**config.mk**
```make
export PLATFORM = sky130hd
export DESIGN_NAME = fb_fill_writer
export DESIGN_NICKNAME = d
export VERILOG_FILES = /design/src/rtl/fb_fill_writer.sv
export SDC_FILE = /design/constraint.sdc
export NUM_CORES = 1
export LEC_CHECK = 0
export CORE_ASPECT_RATIO = 0.9
export CORE_UTILIZATION = 45
export DETAILED_ROUTE_END_ITERATION = 10
export PLACE_DENSITY = 0.69
export SYNTH_ARGS = -nofsm -noshare
export SYNTH_HDL_FRONTEND = slang
export SYNTH_SLANG_ARGS = --single-unit
```
**constraint.sdc**
```tcl
create_clock -name clock -period 3.6 [get_ports clock]
set_input_delay 1.08 -clock clock [delete_from_list [all_inputs] [get_ports clock]]
set_output_delay 1.08 -clock clock [all_outputs]
set_load 0.005 [all_outputs]
```
**src/rtl/fb_fill_writer.sv**
```systemverilog
// fb_fill_writer: fills a clamped rectangle of a linear framebuffer with one colour
module fb_fill_writer #(
    parameter int H_RES     = 640,
    parameter int V_RES     = 480,
    parameter int ADDR_BITS = 19
) (
    input  logic                 clock,
    input  logic                 reset,
    input  logic                 cmd_valid,
    output logic                 cmd_ready,
    input  logic [9:0]           cmd_x0,
    input  logic [8:0]           cmd_y0,
    input  logic [9:0]           cmd_x1,
    input  logic [8:0]           cmd_y1,
    input  logic [2:0]           cmd_rgb,
    output logic                 fb_we,
    input  logic                 fb_stall,
    output logic [ADDR_BITS-1:0] fb_write_addr,
    output logic                 fb_red,
    output logic                 fb_green,
    output logic                 fb_blue,
    output logic                 busy,
    output logic                 done,
    output logic                 cmd_err
);
    typedef enum logic [1:0] {IDLE, CHECK, FILL, FINISH} state_t;
    localparam logic [9:0]           X_MAX = 10'(H_RES - 1);
    localparam logic [8:0]           Y_MAX = 9'(V_RES - 1);
    localparam logic [ADDR_BITS-1:0] ROW   = ADDR_BITS'(H_RES);
    state_t                 state, state_nxt;
    logic [9:0]             x0, x1, x, x1c;
    logic [8:0]             y0, y1, y, y1c;
    logic [2:0]             rgb;
    logic                   err, rej, consume, last_x, last_y;
    logic [ADDR_BITS-1:0]   addr, row_base, start_base;

    // constant multiply by H_RES built from shifted copies of the row index
    function automatic logic [ADDR_BITS-1:0] row_of(input logic [8:0] r);
        logic [ADDR_BITS-1:0] acc;
        acc = '0;
        for (int i = 0; i < 31; i++)
            if (((H_RES >> i) & 1) != 0) acc = acc + (ADDR_BITS'(r) << i);
        return acc;
    endfunction

    assign x1c        = (x1 > X_MAX) ? X_MAX : x1;
    assign y1c        = (y1 > Y_MAX) ? Y_MAX : y1;
    assign rej        = (x0 > X_MAX) || (y0 > Y_MAX) || (x0 > x1c) || (y0 > y1c);
    assign start_base = row_of(y0);
    assign last_x     = (x == x1);
    assign last_y     = (y == y1);
    assign consume    = (state == FILL) && !fb_stall;

    assign cmd_ready     = (state == IDLE);
    assign busy          = (state != IDLE);
    assign fb_we         = (state == FILL);
    assign done          = (state == FINISH);
    assign cmd_err       = (state == FINISH) && err;
    assign fb_write_addr = addr;
    assign {fb_red, fb_green, fb_blue} = rgb;

    // state register; reset aborts any fill immediately
    always_ff @(posedge clock or posedge reset) begin
        if (reset) state <= IDLE;
        else       state <= state_nxt;
    end

    // next-state decision
    always_comb begin
        state_nxt = state;
        case (state)
            IDLE:    state_nxt = cmd_valid ? CHECK : IDLE;
            CHECK:   state_nxt = rej ? FINISH : FILL;
            FILL:    state_nxt = (consume && last_x && last_y) ? FINISH : FILL;
            default: state_nxt = IDLE;
        endcase
    end

    // command capture, clamping and raster walk; everything holds while stalled
    always_ff @(posedge clock or posedge reset) begin
        if (reset) begin
            x0 <= '0; y0 <= '0; x1 <= '0; y1 <= '0; rgb <= '0; err <= 1'b0;
            x <= '0; y <= '0; addr <= '0; row_base <= '0;
        end else if (state == IDLE && cmd_valid) begin
            x0 <= cmd_x0; y0 <= cmd_y0; x1 <= cmd_x1; y1 <= cmd_y1;
            rgb <= cmd_rgb; err <= 1'b0;
        end else if (state == CHECK) begin
            x1 <= x1c; y1 <= y1c; err <= rej;
            x <= x0; y <= y0;
            row_base <= start_base;
            addr <= start_base + ADDR_BITS'(x0);
        end else if (consume && !last_x) begin
            x <= x + 10'd1;
            addr <= addr + 1'b1;
        end else if (consume && !last_y) begin
            x <= x0;
            y <= y + 9'd1;
            row_base <= row_base + ROW;
            addr <= row_base + ROW + ADDR_BITS'(x0);
        end
    end
endmodule

```
==> results.yml, run 1 <==
outcome:
  status: "completed"
synthesis:
  synth_nets: 869
  netlist_area_um2: 6510
  synth_most_common_cell: "nand2_1"
  ys_top_cells_by_count: "nand2_1 (120), dfrtp_1 (94), a21oi_1 (74)"
  yosys_warnings: 0
  synth_top_area_share: 0.3613
  async_flop_share: 1.000
  yosysTopAreaCell: "dfrtp_1"
  postSynthCellCount: 781
  synthTopCellsByArea: "dfrtp_1 (36%), ha_1 (7.9%), nand2_1 (6.9%), a21oi_1 (5.7%), xor2_1 (5.2%)"
  ys_seq_area_frac: 0.3613
  synth_edf_count: 0
  synth_cell_types: 67
  synth_ff_type: "dfrtp_1"
  ys_ff_latch: 94
  syn_area_per_cell_um2: 8.335
global_route:
  grt_max_degree: 57
  grt_util_all_layers: 0.2545
  grt_pass1_vias: 5593
  grt_pass1_wl_um: 29290
  gr-total-overflow: 0
  antenna_found_initial: 0
timing:
  fin_ws_ps: 648.4
  setup_violations: 0
  hold_viol: 0
  drv_slew: 0
  period_share: 0.8199
  worst_pin_slew_ps: 861.1
  slew_headroom: 0.4206
  max_freq_ghz: 0.3388
  rsz0062_at_grt: "false"
  period_needed_ps: 2952
  finClkSkew_ps: 7.771
  timing.setup.tns_ps: 0
final_layout:
  drive_gt1_frac: 0.05721
  syn_to_final_growth_pct: 18.41
  final_cell_count_no_fill: 1032
  diodes: 0
  design_area_um2: 7709
  nets: 922
placement:
  place_ws_ps: 538.0
  dp_cells: 1016
  dp_hpwl_um: 13120
  place_congestion: 0.9223
  placed_area_um2: 7400
  port_buffers: 71
pwr:
  cellPowerDensity_nw_per_um2: 312.6
  leakagePower_uw: 0.003334
  ir_drop_uv: 277.4
clocking:
  cts_root_buf: "clkbuf_16"
  numCtsBuffers: 9
  post-cts-setup-buffer-count: 0
  path_clk_slew_ps: 70
  ctsHoldBuffers: 0
  clock_sinks: 94
  cts_resized: 0
  h-tree-depth: 3
  clkLatencyLatePin_ps: 360
  cts_tree: "done"
  cts_max_path_buffers: 2
drt:
  viasPerCell: 5.853
  dr_total_vias: 6040
  dr.pass1.iters: 5
  routed_wirelength_um: 18080
  wl_per_cell_um: 17.52
  drt_iter0_markers: 569
  ant_nets: 0
  drt_drc_violations_left: 0
hold_path:
  hp-class: "reg2reg"
critical_path:
  critPathRequiredTime_ps: 3820
  start_kind: "flip-flop"
  end_kind: "flip-flop"
  crit_arrival_ps: 3170
  path_class: "reg2reg"
  rrSetupSlack_ps: 650
  cp_max_fo: 6
run:
  drv_cap: 0
die:
  initial_core_util: 0.4631
  die_w_um: 128.8
  dieHeight_um: 116.1
  dieArea_um2: 14950
  row_count: 41
  ios: 72
  fp.coreArea_um2: 14060
[area by class of cell]
cell class | count | area, µm²
fillers | 1277 | 6347
clock buffers | 11 | 242.7
repair buffers | 83 | 825.8
inverters | 29 | 110.1
flip-flops and latches | 94 | 2352
multi-input cells | 617 | 3870
well taps | 193 | 241.5
clock inverters | 5 | 66.31
[cell usage in the layout, fill, tap and decap left out, drive strengths merged, types with 3 or more instances in the layout]
master / synthesis / routed
nand2b: 3 / 3
nand2: 120 / 120
a31oi: 7 / 7
nor4b: 3 / 3
nor3: 18 / 18
dfrtp: 94 / 94
o21ai: 57 / 57
and4: 5 / 5
o31ai: 4 / 4
inv: 29 / 30
nand3: 33 / 33
clkbuf: 23 / 11
a22oi: 3 / 3
o211a: 3 / 3
nand4: 19 / 19
a21oi: 74 / 74
buf: 18 / 12
mux2i: 6 / 6
nor2b: 3 / 3
o22a: 9 / 9
o22ai: 10 / 10
clkdlybuf4s50: 0 / 71
nor2: 63 / 63
xnor2: 17 / 17
ha: 41 / 41
and3: 4 / 4
xor2: 39 / 39
a211oi: 7 / 7
or2: 4 / 4
a21o: 8 / 8
o211ai: 6 / 6
nor4: 5 / 5
o21a: 8 / 8
or3: 4 / 4
a22o: 3 / 3
and2: 5 / 5
[cell families after synthesis]
group,share of synthesized area
adders and majority gates,0.08495
and+or+nand+nor,0.2131
AOI/OAI and AO/OA,0.2064
muxes,0.01269
buffers and inverters,0.04612
DFF,0.3613
xor gates and xnor gates,0.07534
[registers in the layout, summed over array words and instances, names as in the netlist]
register and flops:
x1 10, state 2, x0 10, row_base 12
y1 9, y0 9, y 9, x 10
fb_write_addr 19, rgb 3, err 1
[through the flow]
| stage | hold WS (ps) | util | total power [µW] |
|---|---|---|---|
| floorplan | 466.0 | - | 1273 |
| global route | 519.8 | 0.5484 | 2498 |
| global placement | 458.6 | 0.5264 | 1399 |
| CTS | 487.9 | 0.5484 | 2428 |
| finish | 484.8 | 0.5484 | 2409 |
| detailed placement | 469.3 | 0.5264 | 1406 |
[routing by layer]
layer / share of wire / vias up / global-route usage
li1: - / 2887 / -
met1: 0.47 / 2863 / 0.3568
met2: 0.44 / 246 / 0.3849
met3: 0.068 / 44 / 0.06596
met4: 0.025 / 0 / 0.08000
met5: 0 / - / 0
[path summary, 6_finish.rpt]
path,cells after the start,end,start
min in group asynchronous,2,y1[4]$_DFFE_PP0P_,reset
setup reg to reg,10,fb_write_addr[17]$_DFFE_PP0P_,x0[7]$_DFFE_PP0P_
setup / recovery,10,fb_write_addr[17]$_DFFE_PP0P_,x0[7]$_DFFE_PP0P_
hold reg to reg,2,rgb[1]$_DFFE_PP0P_,rgb[1]$_DFFE_PP0P_
hold / removal,2,rgb[1]$_DFFE_PP0P_,rgb[1]$_DFFE_PP0P_
max in group asynchronous,3,fb_write_addr[12]$_DFFE_PP0P_,reset
[power breakdown]
part	internal [µW]	total, µW	switching (µW)
combinational	132	242	110
sequential	1090	1140	55.6
clock	567	1020	456
[worst max-delay path: stages, from the launching register on]
cell and delay [ps]:
dfrtp_1 550, ha_1 250, inv_1 60, fa_1 400
nor2b_1 130, o21ai_0 140, nor4b_1 430, nand2_1 170
nor4_1 370, xor2_1 200, o211ai_1 100
Note: power is estimated with default switching activity, not from simulation.
==> run 2: changes to the inputs <==
--- a/config.mk
+++ b/config.mk
@@ -8,7 +8,7 @@
 export CORE_ASPECT_RATIO = 0.9
 export CORE_UTILIZATION = 45
 export DETAILED_ROUTE_END_ITERATION = 10
-export PLACE_DENSITY = 0.69
+export PLACE_DENSITY = 0.66
 export SYNTH_ARGS = -nofsm -noshare
 export SYNTH_HDL_FRONTEND = slang
 export SYNTH_SLANG_ARGS = --single-unit
==> constraint.sdc (replaced) <==
create_clock -name clock -period 3 [get_ports clock]
set_input_delay 0.9 -clock clock [delete_from_list [all_inputs] [get_ports clock]]
set_output_delay 0.9 -clock clock [all_outputs]
set_load 0.005 [all_outputs]
==> run 2 against run 1 <==
Combinational power increased by 22%; global-route usage rose by 1.5 points; total power increased by 24%; sequential share of layout area fell by 0.63 points; wire length up 3.4%; non-clock buffer count increased by 14; first-iteration DRC count shrank 11%; utilization increased by 1.1 points; setup slack got worse by 470 ps; clock power rose by 28%; critical path depth down 1; die area stayed put.
==> results.yml, run 2 (synthesis gave the netlist of run 1 again) <==
global_route:
  grt_pass1_vias: 5921
  groute.layer.met1.usage: 0.3765
  grt_use_met3: 0.04581
  grt_util_all_layers: 0.2695
  gr-total-overflow: 0
  grt_max_degree: 95
  grt_pass1_wl_um: 30880
  antenna_found_initial: 0
  grt_util_met2: 0.4191
  grt_busiest_layer: "met2"
drt:
  drt_iter0_markers: 504
  ant_nets: 0
  viasPerCell: 5.804
  dr.pass1.iters: 5
  dr_total_vias: 6071
  drt_drc_violations_left: 0
  routed_wirelength_um: 18690
  wl_per_cell_um: 17.87
critical_path:
  crit_chain: "ha_1 -> fa_1 -> xor2_1 -> nand2_1 -> nor2_1 -> nand3_1 -> or2_0 -> o311ai_1 -> o211a_1"
  cp_max_fo: 5
  crit_arrival_ps: 3120
  cpLargestDelayFamily: "simple AND/OR/NAND/NOR gates"
  cp_slowest_cell: "dfrtp_1"
  end_kind: "flip-flop"
  path_class: "reg2reg"
  crit_buf_inv: 0
  critPathRequiredTime_ps: 3300
  start_kind: "flip-flop"
  cp.depth: 9
  max_stage_delay_ps: 450
  r2r_cells: 9
timing:
  slew_headroom: 0.5018
  hold_viol: 0
  period_needed_ps: 2819
  worst_pin_slew_ps: 740.4
  holdWs_ps: 477.0
  period_share: 0.9395
  fin_ws_ps: 181.4
  timing.setup.tns_ps: 0
  finClkSkew_ps: 7.965
  drv_slew: 0
  rsz0062_at_grt: "false"
  setup_violations: 0
  max_freq_ghz: 0.3548
clocking:
  ctsHoldBuffers: 0
  path_clk_slew_ps: 70
  cts_resized: 0
  cts_tree: "done"
  h-tree-depth: 3
  numCtsBuffers: 9
  clock_sinks: 94
  cts_max_path_buffers: 2
  post-cts-setup-buffer-count: 0
  clkLatencyLatePin_ps: 360
  cts_root_buf: "clkbuf_16"
placement:
  place_ws_ps: 162.4
  port_buffers: 71
  dp_hpwl_um: 13520
  place_congestion: 0.9509
  dp_cells: 1030
outcome:
  status: "completed"
final_layout:
  nets: 936
  largest_reg_flops: 19
  drive_gt1_frac: 0.07737
  final_common_cell: "nand2_1"
  final_cell_mix: "nand2_1 (120), dfrtp_1 (94), a21oi_1 (73), clkdlybuf4s50_1 (71), nor2_1 (63)"
  seq_area_um2: 2352
  post-route-util: 0.5599
  diodes: 0
  multi_input_area_um2: 3887
  syn_to_final_growth_pct: 20.89
  n_fill_cell: 1324
  final_cell_count_no_fill: 1046
die:
  fp.coreArea_um2: 14060
  initial_core_util: 0.4631
  ios: 72
  dieArea_um2: 14950
  dieHeight_um: 116.1
  die_w_um: 128.8
  row_count: 41
pwr:
  cellPowerDensity_nw_per_um2: 378.2
  ir_drop_uv: 341.8
  leakagePower_uw: 0.003421
run:
  drv_cap: 0
hold_path:
  hold_path_depth: 2
  hp-class: "reg2reg"
## run 2: power by group
group          leakage (µW)  internal, µW  total, µW  switching (µW)
clock network      0.000165           761       1310             546
registers           0.00113          1310       1370            67.5
logic               0.00212           162        296             134
## run 2: worst min-delay path, cell delays in order (launching register included)
cell     delay [ps]
dfrtp_1         340
nand2_1          50
nand2_1          60
## run 2: layer usage
layer  wire (µm)  vias to the layer above
met5           0                        -
li1            -                     2919
met2        8370                      168
met1        9120                     2952
met4         431                        0
met3         765                       32
## run 2: worst paths after layout
kind                                    start                            end  slack (ps)
max in group asynchronous               reset              x0[5]$_DFFE_PP0P_        1550
hold reg to reg            rgb[1]$_DFFE_PP0P_             rgb[1]$_DFFE_PP0P_         480
min in group asynchronous               reset   fb_write_addr[2]$_DFFE_PP0P_        1010
setup / recovery            y0[2]$_DFFE_PP0P_  fb_write_addr[18]$_DFFE_PP0P_         180
hold / removal             rgb[1]$_DFFE_PP0P_             rgb[1]$_DFFE_PP0P_         480
setup reg to reg            y0[2]$_DFFE_PP0P_  fb_write_addr[18]$_DFFE_PP0P_         180
## run 2: metrics by stage
step / cell area (µm²) / power [µW]
3_5_place_dp: 7520 / 1692
4_1_cts: 7853 / 3002
3_3_place_gp: 7520 / 1685
5_1_grt: 7870 / 3081
2_1_floorplan: 6514 / 1528
6_report: 7870 / 2976
## run 2: area by class of cell
class                   instances  area share
repair buffers                 97      0.1199
inverters                      29     0.01431
flip-flops and latches         94      0.2989
clock buffers                  10     0.03037
well taps                     193     0.03068
multi-input cells             617      0.4940
clock inverters                 6     0.01192
